### src/rtl/fetch_queue.sv
// Instruction-fetch front end: owns the PC, issues reads to a 1-cycle-latency
// instruction memory, and buffers returned words in an in-order queue.
module fetch_queue #(
  parameter int          DEPTH    = 4,
  parameter int          ADDR_W   = 8,
  parameter logic [31:0] RESET_PC = 32'h0000_0000
) (
  input  logic                     CLK,
  input  logic                     RST,
  output logic [ADDR_W-1:0]        IMEM_ADDR,
  output logic                     IMEM_EN,
  input  logic [31:0]              IMEM_DATA,
  input  logic                     REDIRECT,
  input  logic [31:0]              REDIRECT_PC,
  output logic [31:0]              INST,
  output logic [31:0]              INST_PC,
  output logic                     INST_VALID,
  input  logic                     INST_READY,
  output logic [$clog2(DEPTH):0]   OCCUPANCY
);

  localparam int PTR_W = $clog2(DEPTH);
  localparam int CNT_W = PTR_W + 1;

  logic [31:0]      pc;
  logic [31:0]      pend_pc;
  logic             pend;
  logic [PTR_W-1:0] rd_ptr;
  logic [PTR_W-1:0] wr_ptr;
  logic [CNT_W-1:0] count;
  logic [31:0]      data_q [DEPTH];
  logic [31:0]      tag_q  [DEPTH];

  logic             push;
  logic             pop;
  logic [CNT_W:0]   in_use;
  logic             unused_redirect_bits;

  assign unused_redirect_bits = ^REDIRECT_PC[1:0];

  // Credits cover both held entries and the in-flight fetch; a same-cycle pop
  // is deliberately not counted, so a response always has a free slot.
  assign in_use  = {1'b0, count} + {{CNT_W{1'b0}}, pend};
  assign IMEM_EN = RST & ~REDIRECT & (in_use < (CNT_W + 1)'(DEPTH));
  assign IMEM_ADDR = pc[ADDR_W-1:0];

  assign push = pend & ~REDIRECT;

  // Downstream handshake: a word transfers on any rising edge where
  // INST_VALID and INST_READY are both high; INST/INST_PC hold until then.
  assign INST_VALID = (count != '0);
  assign pop        = INST_VALID & INST_READY;
  assign INST       = INST_VALID ? data_q[rd_ptr] : 32'h0;
  assign INST_PC    = INST_VALID ? tag_q[rd_ptr]  : 32'h0;
  assign OCCUPANCY  = count;

  always_ff @(posedge CLK or negedge RST) begin
    if (!RST) begin
      pc      <= RESET_PC;
      pend    <= 1'b0;
      pend_pc <= 32'h0;
      rd_ptr  <= '0;
      wr_ptr  <= '0;
      count   <= '0;
    end else if (REDIRECT) begin
      // A head popped this cycle is already consumed downstream; flush the rest.
      pc     <= {REDIRECT_PC[31:2], 2'b00};
      pend   <= 1'b0;
      rd_ptr <= '0;
      wr_ptr <= '0;
      count  <= '0;
    end else begin
      if (IMEM_EN) begin
        pend    <= 1'b1;
        pend_pc <= pc;
        pc      <= pc + 32'd4;
      end else begin
        pend <= 1'b0;
      end
      if (push) wr_ptr <= wr_ptr + 1'b1;
      if (pop)  rd_ptr <= rd_ptr + 1'b1;
      case ({push, pop})
        2'b10:   count <= count + 1'b1;
        2'b01:   count <= count - 1'b1;
        default: count <= count;
      endcase
    end
  end

  // Storage needs no reset: count gates every read of it.
  always_ff @(posedge CLK) begin
    if (push) begin
      data_q[wr_ptr] <= IMEM_DATA;
      tag_q[wr_ptr]  <= pend_pc;
    end
  end

endmodule

### config.mk
export PLATFORM = sky130hd
export DESIGN_NAME = fetch_queue
export DESIGN_NICKNAME = d
export VERILOG_FILES = /design/src/rtl/fetch_queue.sv
export SDC_FILE = /design/constraint.sdc
export NUM_CORES = 1
export LEC_CHECK = 0
export BUFFER_PORTS_ARGS = -buffer_cell sky130_fd_sc_hd__buf_2
export CORE_ASPECT_RATIO = 1.4
export CORE_MARGIN = 2
export CORE_UTILIZATION = 60
export CTS_BUF_LIST = sky130_fd_sc_hd__clkbuf_8
export DETAILED_ROUTE_END_ITERATION = 8
export PLACE_DENSITY = 0.8
export SYNTH_ARGS = -nofsm -noshare
export SYNTH_HDL_FRONTEND = slang
export SYNTH_SLANG_ARGS = --single-unit
### constraint.sdc
create_clock -name CLK -period 7.6 [get_ports CLK]
set_input_delay 1.14 -clock CLK [delete_from_list [all_inputs] [get_ports CLK]]
set_output_delay 1.14 -clock CLK [all_outputs]
set_load 0.02 [all_outputs]
==> results of run 1 <==
## through the flow
step | std cells | total power, µW
floorplan | 793 | 3010
CTS | 1231 | 4780
finish | 1231 | 4720
global route | 1231 | 4960
detailed placement | 1145 | 3380
global placement | 1145 | 3350
## logic make-up after synthesis
| logic type | synth area share |
|---|---|
| adder cells (fa/ha/maj) | 0.00643 |
| XOR/XNOR | 0.00682 |
| multiplexers | 0.112 |
| buffers and inverters | 0.0221 |
| other | 0.000292 |
| flip-flops | 0.713 |
| AO/OA/AOI/OAI | 0.0292 |
| AND/OR/NAND/NOR | 0.111 |
## flip-flops by register name, summed over array words and instances, names as in the netlist
name	count
data_q	128
tag_q	120
pc	30
pend_pc	30
OCCUPANCY	3
rd_ptr	2
wr_ptr	2
pend	1
## worst max-delay path, delay by kind of cell
kind	cells	cell delay, ns
buf+inv	5	2.29
simple gates	1	0.16
## final cells by class
cell class | count | area (µm²) | area share
flip-flops and latches | 316 | 9150 | 0.625
multi-input cells | 416 | 3430 | 0.234
repair buffers | 144 | 736 | 0.0502
clock buffers | 51 | 702 | 0.0479
well taps | 260 | 325 | 0.0222
clock inverters | 35 | 265 | 0.0181
inverters | 9 | 33.8 | 0.00231
## cells in the mapped netlist, drive strengths merged, types with 12 or more instances
master and number:
mux4 62, clkbuf 27, buf 25, edfxtp 248, dfrtp 68, or4 18, and2 68, nand3 12
o21ai 14, nor2 22, nand4 12, nand2 112
## metal layers
metal,vias up,track usage
li1,3303,-
met1,3604,0.281
met2,228,0.379
met3,35,0.0366
met4,0,0.0723
met5,-,0
## report_power, final
part	switching, µW	total [µW]	internal, µW
Combinational	640	1100	459
Clock	632	1390	762
Sequential	162	2230	2060
Total	1430	4720	3280
## path summary, 6_finish.rpt
path | cells after the start | slack [ns] | end
max | 6 | 2.84 | IMEM_EN
min | 0 | 0.52 | tag_q[1][20]
max reg2reg | 4 | 4.82 | pc[23]
min reg2reg | 0 | 0.52 | tag_q[1][20]
max in group asynchronous | 2 | 6.10 | rd_ptr[0]
min in group asynchronous | 2 | 0.82 | pend_pc[6]
==> impl_metrics.tcl, run 1 <==
set metrics [dict create \
    max_stage_delay_ns 0.63 \
    grt_setup_unrepaired "no" \
    rows 63 \
    root_buffer "clkbuf_8" \
    ys_warn_count 0 \
    postRouteAntennaNets 0 \
    ys_ff_latch 316 \
    die_y_um 177 \
    critical_path.max_fanout 49 \
    die_w_um 128 \
    powerDensity_mw_per_mm2 322 \
    path_cells "buf_2 > inv_2 > nand3_1 > buf_4 > inv_1 > buf_2" \
    worst_slack_ns 2.84 \
    slew_violations 0 \
    port-buffer-count 138 \
    ctsResizeCount 0 \
    yosysSeqAreaShare 0.713 \
    holdCritStartpoint "pend_pc[20]" \
    critPathLaunchType "input pin" \
    area_growth_pct 14.0 \
    synth_top_area_share 0.580 \
    cts_tree "built" \
    final_area_mm2 0.0146 \
    dr_wl_met3_um 1140 \
    drt-met1-wl_um 9920 \
    yosysTopAreaCell "edfxtp_1" \
    cts_buffers 46 \
    period_share 0.626 \
    hold_class "flop to flop" \
    gp_congestion 0.770 \
    pin_count 145 \
    peakVddDrop_mv 0.165 \
    dp.final_hpwl_um 14200 \
    final_hold_viol_count 0 \
    syn_inst 790 \
    route.met2.wl_um 12400 \
    worst_setup_path_end_kind "output port" \
    tightestPinTransition_ns 1.05 \
    dieArea_mm2 0.0226 \
    synth_ff_type "edfxtp_1" \
    wl_um 24000 \
    post_cts_buffers 0 \
    final_util 0.693 \
    num_vias 7170 \
    grt_usage 0.218 \
    max_freq_ghz 0.210 \
    drt_pass1_iterations 5 \
    cts.sinks 316 \
    fin_tns_setup_ns 0 \
    grt_pass1_vias 7416 \
    syn-cell-area_mm2 0.0128 \
    synth_async_sr_flop_share 0.215 \
    avgSynthCellArea_um2 16.3 \
    drt_iter0_markers 539 \
    arrival_ns 3.62 \
    layout_common_cells "edfxtp_1 (248), buf_2 (138), nand2_1 (112)" \
    worstSetupStartpoint "REDIRECT" \
    core_area_mm2 0.0211 \
    clk_pin_slew_worst_paths_ns 0.06 \
    drive_gt1_frac 0.299 \
    whs_ns 0.519 \
    n_fill_cell 1445 \
    highest_layer "met4" \
    status "finished clean" \
    min_period_ns 4.76 \
    crit_path_frequent_cell "buf_2" \
    htreeDepth 2 \
    required_ns 6.46 \
    grt_start_max_net_pins 69 \
    clock_path_buffers 3 \
    mostFrequentLayoutCell "edfxtp_1" \
    synth_edf_count 248 \
    diodes 0 \
    antenna_found_initial 0 \
    pre_cts_ws_ns 2.84 \
    nNetsFinal 1007 \
    wl_per_cell_um 19.5 \
    relSlewSlack 0.300 \
    grt_overflow 0 \
    yosysUniqueCellTypes 48 \
    routed_via_density 5.82 \
    slowest_stage "buf_2" \
    rr_startpoint "OCCUPANCY[2]" \
    start_util 0.608 \
    finalSetupViolCount 0 \
    ys_top_cells_by_area "edfxtp_1 (58%), dfrtp_1 (13%), mux4_2 (11%), and2_1 (3.3%), nand2_1 (3.3%)" \
    clk_latency_ns 0.55 \
    grt_pass1_wl_um 38300 \
    worstSetupPathType "input pin to output port" \
    skew_ns 0.0139 \
    dpl_cell_area_mm2 0.0137 \
    drc 0 \
    holdBufCountCts 0 \
    max_cap_viol_count 0 \
    leakagePower_uw 0.00546 \
]
Note: power is estimated with default switching activity, not from simulation.
==> inputs of run 2 (changes only) <==
==> constraint.sdc (replaced) <==
create_clock -name CLK -period 4.8 [get_ports CLK]
set_input_delay 0.72 -clock CLK [delete_from_list [all_inputs] [get_ports CLK]]
set_output_delay 0.72 -clock CLK [all_outputs]
set_load 0.02 [all_outputs]
==> run 2 against run 1 <==
  * Count of clock-buffer cells in the layout grew 1
  * Largest cell class unchanged
  * Clock skew grew 0.0050 ns
  * Via count grew 0.49%
  * Combinational power grew 57%
  * Global-route usage is essentially flat
  * Sequential power grew 59%
  * Sequential cell count is the same
  * Core utilization is essentially flat
==> impl_metrics.tcl, run 2 (synthesis gave the netlist of run 1 again) <==
set metrics [dict create \
    status "finished clean" \
    cts_tree "built" \
    critical_path.max_fanout 38 \
    largest_register "data_q" \
    drive_gt1_frac 0.291 \
    grt_pass1_wl_um 38500 \
    grt_start_max_net_pins 70 \
    routed_via_density 5.84 \
    final_hold_viol_count 0 \
    leakagePower_uw 0.00547 \
    drt_iter0_markers 526 \
    grt_overflow 0 \
    cts.sinks 316 \
    tightestPinTransition_ns 1.07 \
    fin_tns_setup_ns 0 \
    largest_reg_flops 128 \
    finalSetupViolCount 0 \
    min_period_ns 3.46 \
    layout.cells.non_filler 1233 \
    nNetsFinal 1009 \
    arrival_ns 2.74 \
    htreeDepth 2 \
    powerDensity_mw_per_mm2 502 \
    num_vias 7205 \
    core_area_mm2 0.0211 \
    wl_um 24000 \
    required_ns 4.08 \
    fin_total_pwr_uw 7350 \
    dpl.cell_count 1147 \
    multi_input_area_mm2 0.00343 \
    critPathLaunchType "flop" \
    gp_congestion 0.775 \
    cts_buffers 46 \
    pre_cts_ws_ns 1.62 \
    slew_violations 0 \
    max_freq_ghz 0.289 \
    drt_pass1_iterations 5 \
    hold_class "input pin to flop" \
    drt-met1-wl_um 9780 \
    rows 63 \
    ctsResizeCount 0 \
    relSlewSlack 0.286 \
    clk_pin_slew_worst_paths_ns 0.06 \
    period_share 0.721 \
    post_cts_buffers 0 \
    wl_per_cell_um 19.4 \
    highest_layer "met4" \
    dp.final_hpwl_um 14100 \
    area_growth_pct 14.0 \
    drc 0 \
    worst_slack_ns 1.34 \
    grt_usage 0.218 \
    ff2ff_setup_slack_ns 2.01 \
    worst_setup_path_end_kind "output port" \
    holdBufCountCts 0 \
    diodes 0 \
    die_w_um 128 \
    n_fill_cell 1392 \
    max_cap_viol_count 0 \
    clk_latency_ns 0.55 \
    root_buffer "clkbuf_8" \
    die_y_um 177 \
    pin_count 145 \
    skew_ns 0.0189 \
    worstSetupPathType "flop to output port" \
    layout_common_cells "edfxtp_1 (248), buf_2 (138), nand2_1 (112)" \
    peakVddDrop_mv 0.332 \
    dieArea_mm2 0.0226 \
    antenna_found_initial 0 \
    top_regs "data_q (128), tag_q (120)" \
    final_util 0.693 \
    port-buffer-count 138 \
    postRouteAntennaNets 0 \
    grt_setup_unrepaired "no" \
    mostFrequentLayoutCell "edfxtp_1" \
    start_util 0.608 \
    route.met2.wl_um 12500 \
    layout.area.seq_mm2 0.00915 \
    grt_pass1_vias 7410 \
    dr_wl_met3_um 1150 \
    clock_path_buffers 3 \
]
==> run 2: changes by cell type in the layout (fill, tap and decap cells not counted) <==
cell,change
bufinv_16,-2
clkinvlp_4,-1
clkinv_1,+2
clkinv_2,-7
clkbuf_8,+1
inv_1,+7
buf_12,+3
buf_4,-1
==> run 2: cell type report <==
cell class | instances | area share
clock buffers | 52 | 0.0489
clock inverters | 34 | 0.0134
inverters | 9 | 0.00231
multi-input cells | 416 | 0.234
flip-flops and latches | 316 | 0.625
well taps | 260 | 0.0222
repair buffers | 146 | 0.0538
==> run 2: critical path, stage by stage (launching register included) <==
cell	delay (ns)
dfrtp_4	0.95
buf_12	0.33
mux4_2	0.54
and2_1	0.18
buf_2	0.16
==> run 2: where the power goes <==
part	total [µW]	switching, µW	internal [µW]
registers	3550	279	3270
logic	1730	992	740
clock network	2070	967	1110
==> run 2: path summary, 6_finish.rpt <==
path / from / to / cells past startpoint
worst max register to register: OCCUPANCY[2] / pc[23] / 4
worst min-delay path: REDIRECT_PC[8] / pc[8] / 3
max in group asynchronous: RST / rd_ptr[0] / 2
worst min register to register: pend_pc[6] / tag_q[2][6] / 0
min in group asynchronous: RST / pc[4] / 2
worst max-delay path: rd_ptr[0] / INST[13] / 4
==> run 2: layer usage <==
| metal | track usage | vias up |
|---|---|---|
| met3 | 0.0354 | 39 |
| met5 | 0 | - |
| li1 | - | 3302 |
| met4 | 0.0664 | 0 |
| met1 | 0.289 | 3631 |
| met2 | 0.375 | 233 |
==> run 2: metrics by stage <==
step | area (µm²) | hold slack [ns]
after detailed placement | 13700 | 0.506
after global routing | 14600 | 0.352
final | 14600 | 0.378
after CTS | 14600 | 0.348
after global placement | 13700 | 0.489
after floorplan | 12900 | 0.424
==> inputs of run 3 (changes only) <==
--- a/config.mk
+++ b/config.mk
@@ -8,10 +8,10 @@
 export BUFFER_PORTS_ARGS = -buffer_cell sky130_fd_sc_hd__buf_2
 export CORE_ASPECT_RATIO = 1.4
 export CORE_MARGIN = 2
-export CORE_UTILIZATION = 60
+export CORE_UTILIZATION = 55
 export CTS_BUF_LIST = sky130_fd_sc_hd__clkbuf_8
 export DETAILED_ROUTE_END_ITERATION = 8
-export PLACE_DENSITY = 0.8
+export PLACE_DENSITY = 0.77
 export SYNTH_ARGS = -nofsm -noshare
 export SYNTH_HDL_FRONTEND = slang
 export SYNTH_SLANG_ARGS = --single-unit
==> constraint.sdc (replaced) <==
create_clock -name CLK -period 3.18 [get_ports CLK]
set_input_delay 0.477 -clock CLK [delete_from_list [all_inputs] [get_ports CLK]]
set_output_delay 0.477 -clock CLK [all_outputs]
set_load 0.02 [all_outputs]
==> run 3 against run 2 <==
  * Non-clock buffer count increased by 18
  * Clock power increased by 44%
  * Critical path depth decreased by 1
  * Sequential cell count unchanged
  * Core utilization decreased by 5.2 points
  * Register-to-register slack got worse by 1.1 ns
  * First-iteration DRC count decreased by 12%
  * Final cell count increased by 4.9%
  * Sequential power increased by 50%
  * Combinational power increased by 56%
  * Critical endpoint is now INST[24]
==> impl_metrics.tcl, run 3 (synthesis gave the netlist of run 1 again) <==
set metrics [dict create \
    skew_ns 0.0205 \
    period_share 0.924 \
    whs_ns 0.0162 \
    start_util 0.555 \
    final_hold_viol_count 0 \
    grt_pass1_vias 7515 \
    clk_latency_ns 0.54 \
    tightestPinTransition_ns 0.957 \
    drive_gt1_frac 0.305 \
    cts.sinks 316 \
    powerDensity_mw_per_mm2 743 \
    drc 0 \
    core_area_mm2 0.0231 \
    grt_setup_unrepaired "no" \
    fin_tns_setup_ns 0 \
    worst_setup_path_end_kind "output port" \
    rr_worst_depth 6 \
    gp_congestion 0.789 \
    layout_common_cells "edfxtp_1 (248), buf_2 (138), nand2_1 (112)" \
    grt_pass1_wl_um 39300 \
    leakagePower_uw 0.00552 \
    num_vias 7212 \
    wl_um 24500 \
    cts_buffers 45 \
    postRouteAntennaNets 0 \
    status "finished clean" \
    max_cap_viol_count 0 \
    pin_count 145 \
    wl_per_cell_um 18.9 \
    grt_start_max_net_pins 65 \
    mostFrequentLayoutCell "edfxtp_1" \
    hold_class "input pin to async pin" \
    arrival_ns 2.46 \
    grt_overflow 0 \
    cts_tree "built" \
    htreeDepth 2 \
    largest_register "data_q" \
    antenna_found_initial 0 \
    critical_path.max_fanout 64 \
    post_cts_buffers 0 \
    finalSetupViolCount 0 \
    grt_usage 0.206 \
    die_y_um 185 \
    routed_via_density 5.57 \
    drt_pass1_iterations 5 \
    final_util 0.641 \
    clk_pin_slew_worst_paths_ns 0.07 \
    area_growth_pct 15.5 \
    peakVddDrop_mv 0.423 \
    required_ns 2.70 \
    slew_violations 0 \
    n_fill_cell 1656 \
    critPathLaunchType "flop" \
    largest_reg_flops 128 \
    min_period_ns 2.94 \
    holdBufCountCts 0 \
    root_buffer "clkbuf_8" \
    rows 66 \
    dp.final_hpwl_um 15600 \
    relSlewSlack 0.362 \
    dieArea_mm2 0.0246 \
    ctsResizeCount 0 \
    worstSetupPathType "flop to output port" \
    die_w_um 133 \
    clock_path_buffers 3 \
    layout.cells.non_filler 1294 \
    max_freq_ghz 0.340 \
    drt_iter0_markers 461 \
    port-buffer-count 138 \
    top_regs "data_q (128), tag_q (120)" \
    dpl.cell_count 1211 \
    diodes 0 \
    nNetsFinal 1026 \
]
==> run 3: changes by cell type in the layout (fill, tap and decap cells not counted) <==
cell and change:
and2_2 -2, and2_4 +2, buf_12 +4, buf_4 +14, clkbuf_8 -5, clkinv_1 +4
clkinv_2 +6, clkinvlp_4 +1, inv_1 -7, inv_6 -2
==> run 3: per-stage QoR <==
stage               area (µm²)  total power (µW)  setup WS (ns)
floorplan                12900              7200          0.403
global placement         14000              8090          0.770
detailed placement       14000              8150          0.762
CTS                      14800             11200          0.177
global route             14800             11600         0.0857
finish                   14800             11000          0.240
==> run 3: final timing paths <==
check	startpoint	end	slack [ns]
max	OCCUPANCY[0]	INST[24]	0.24
min	RST	pend_pc[6]	0.02
max reg2reg	OCCUPANCY[0]	OCCUPANCY[2]	0.95
min reg2reg	pend_pc[4]	tag_q[0][4]	0.51
max in group asynchronous	RST	pend_pc[30]	2.78
min in group CLK	REDIRECT_PC[10]	pc[10]	0.14
==> run 3: final cells by class <==
cell class                 count  area, µm²  share of cell area
multi-input combinational    416       3430               0.231
inverter                       9       33.8             0.00228
clock buffer                  47        647              0.0436
timing repair buffer         164        973              0.0657
clock inverter                36        205              0.0138
sequential                   316       9150               0.617
tap                          306        383              0.0258
==> run 3: power by group <==
group          switching [µW]  internal [µW]  leakage, µW
clock                    1450           1540     0.000481
combinational            1530           1170      0.00196
sequential                382           4930      0.00307
total                    3370           7650      0.00552
==> run 3: per-layer routing <==
metal	track usage	share of wire	up-vias
met4	0.0872	0.034	0
met5	0	0	-
met2	0.356	0.51	241
met3	0.0312	0.050	55
met1	0.264	0.40	3571
li1	-	-	3345
==> run 3: worst max-delay path, stage by stage, from the launching register on <==
cell	delay [ns]
dfrtp_1	0.47
or3_2	0.94
and2_1	0.33
buf_2	0.16
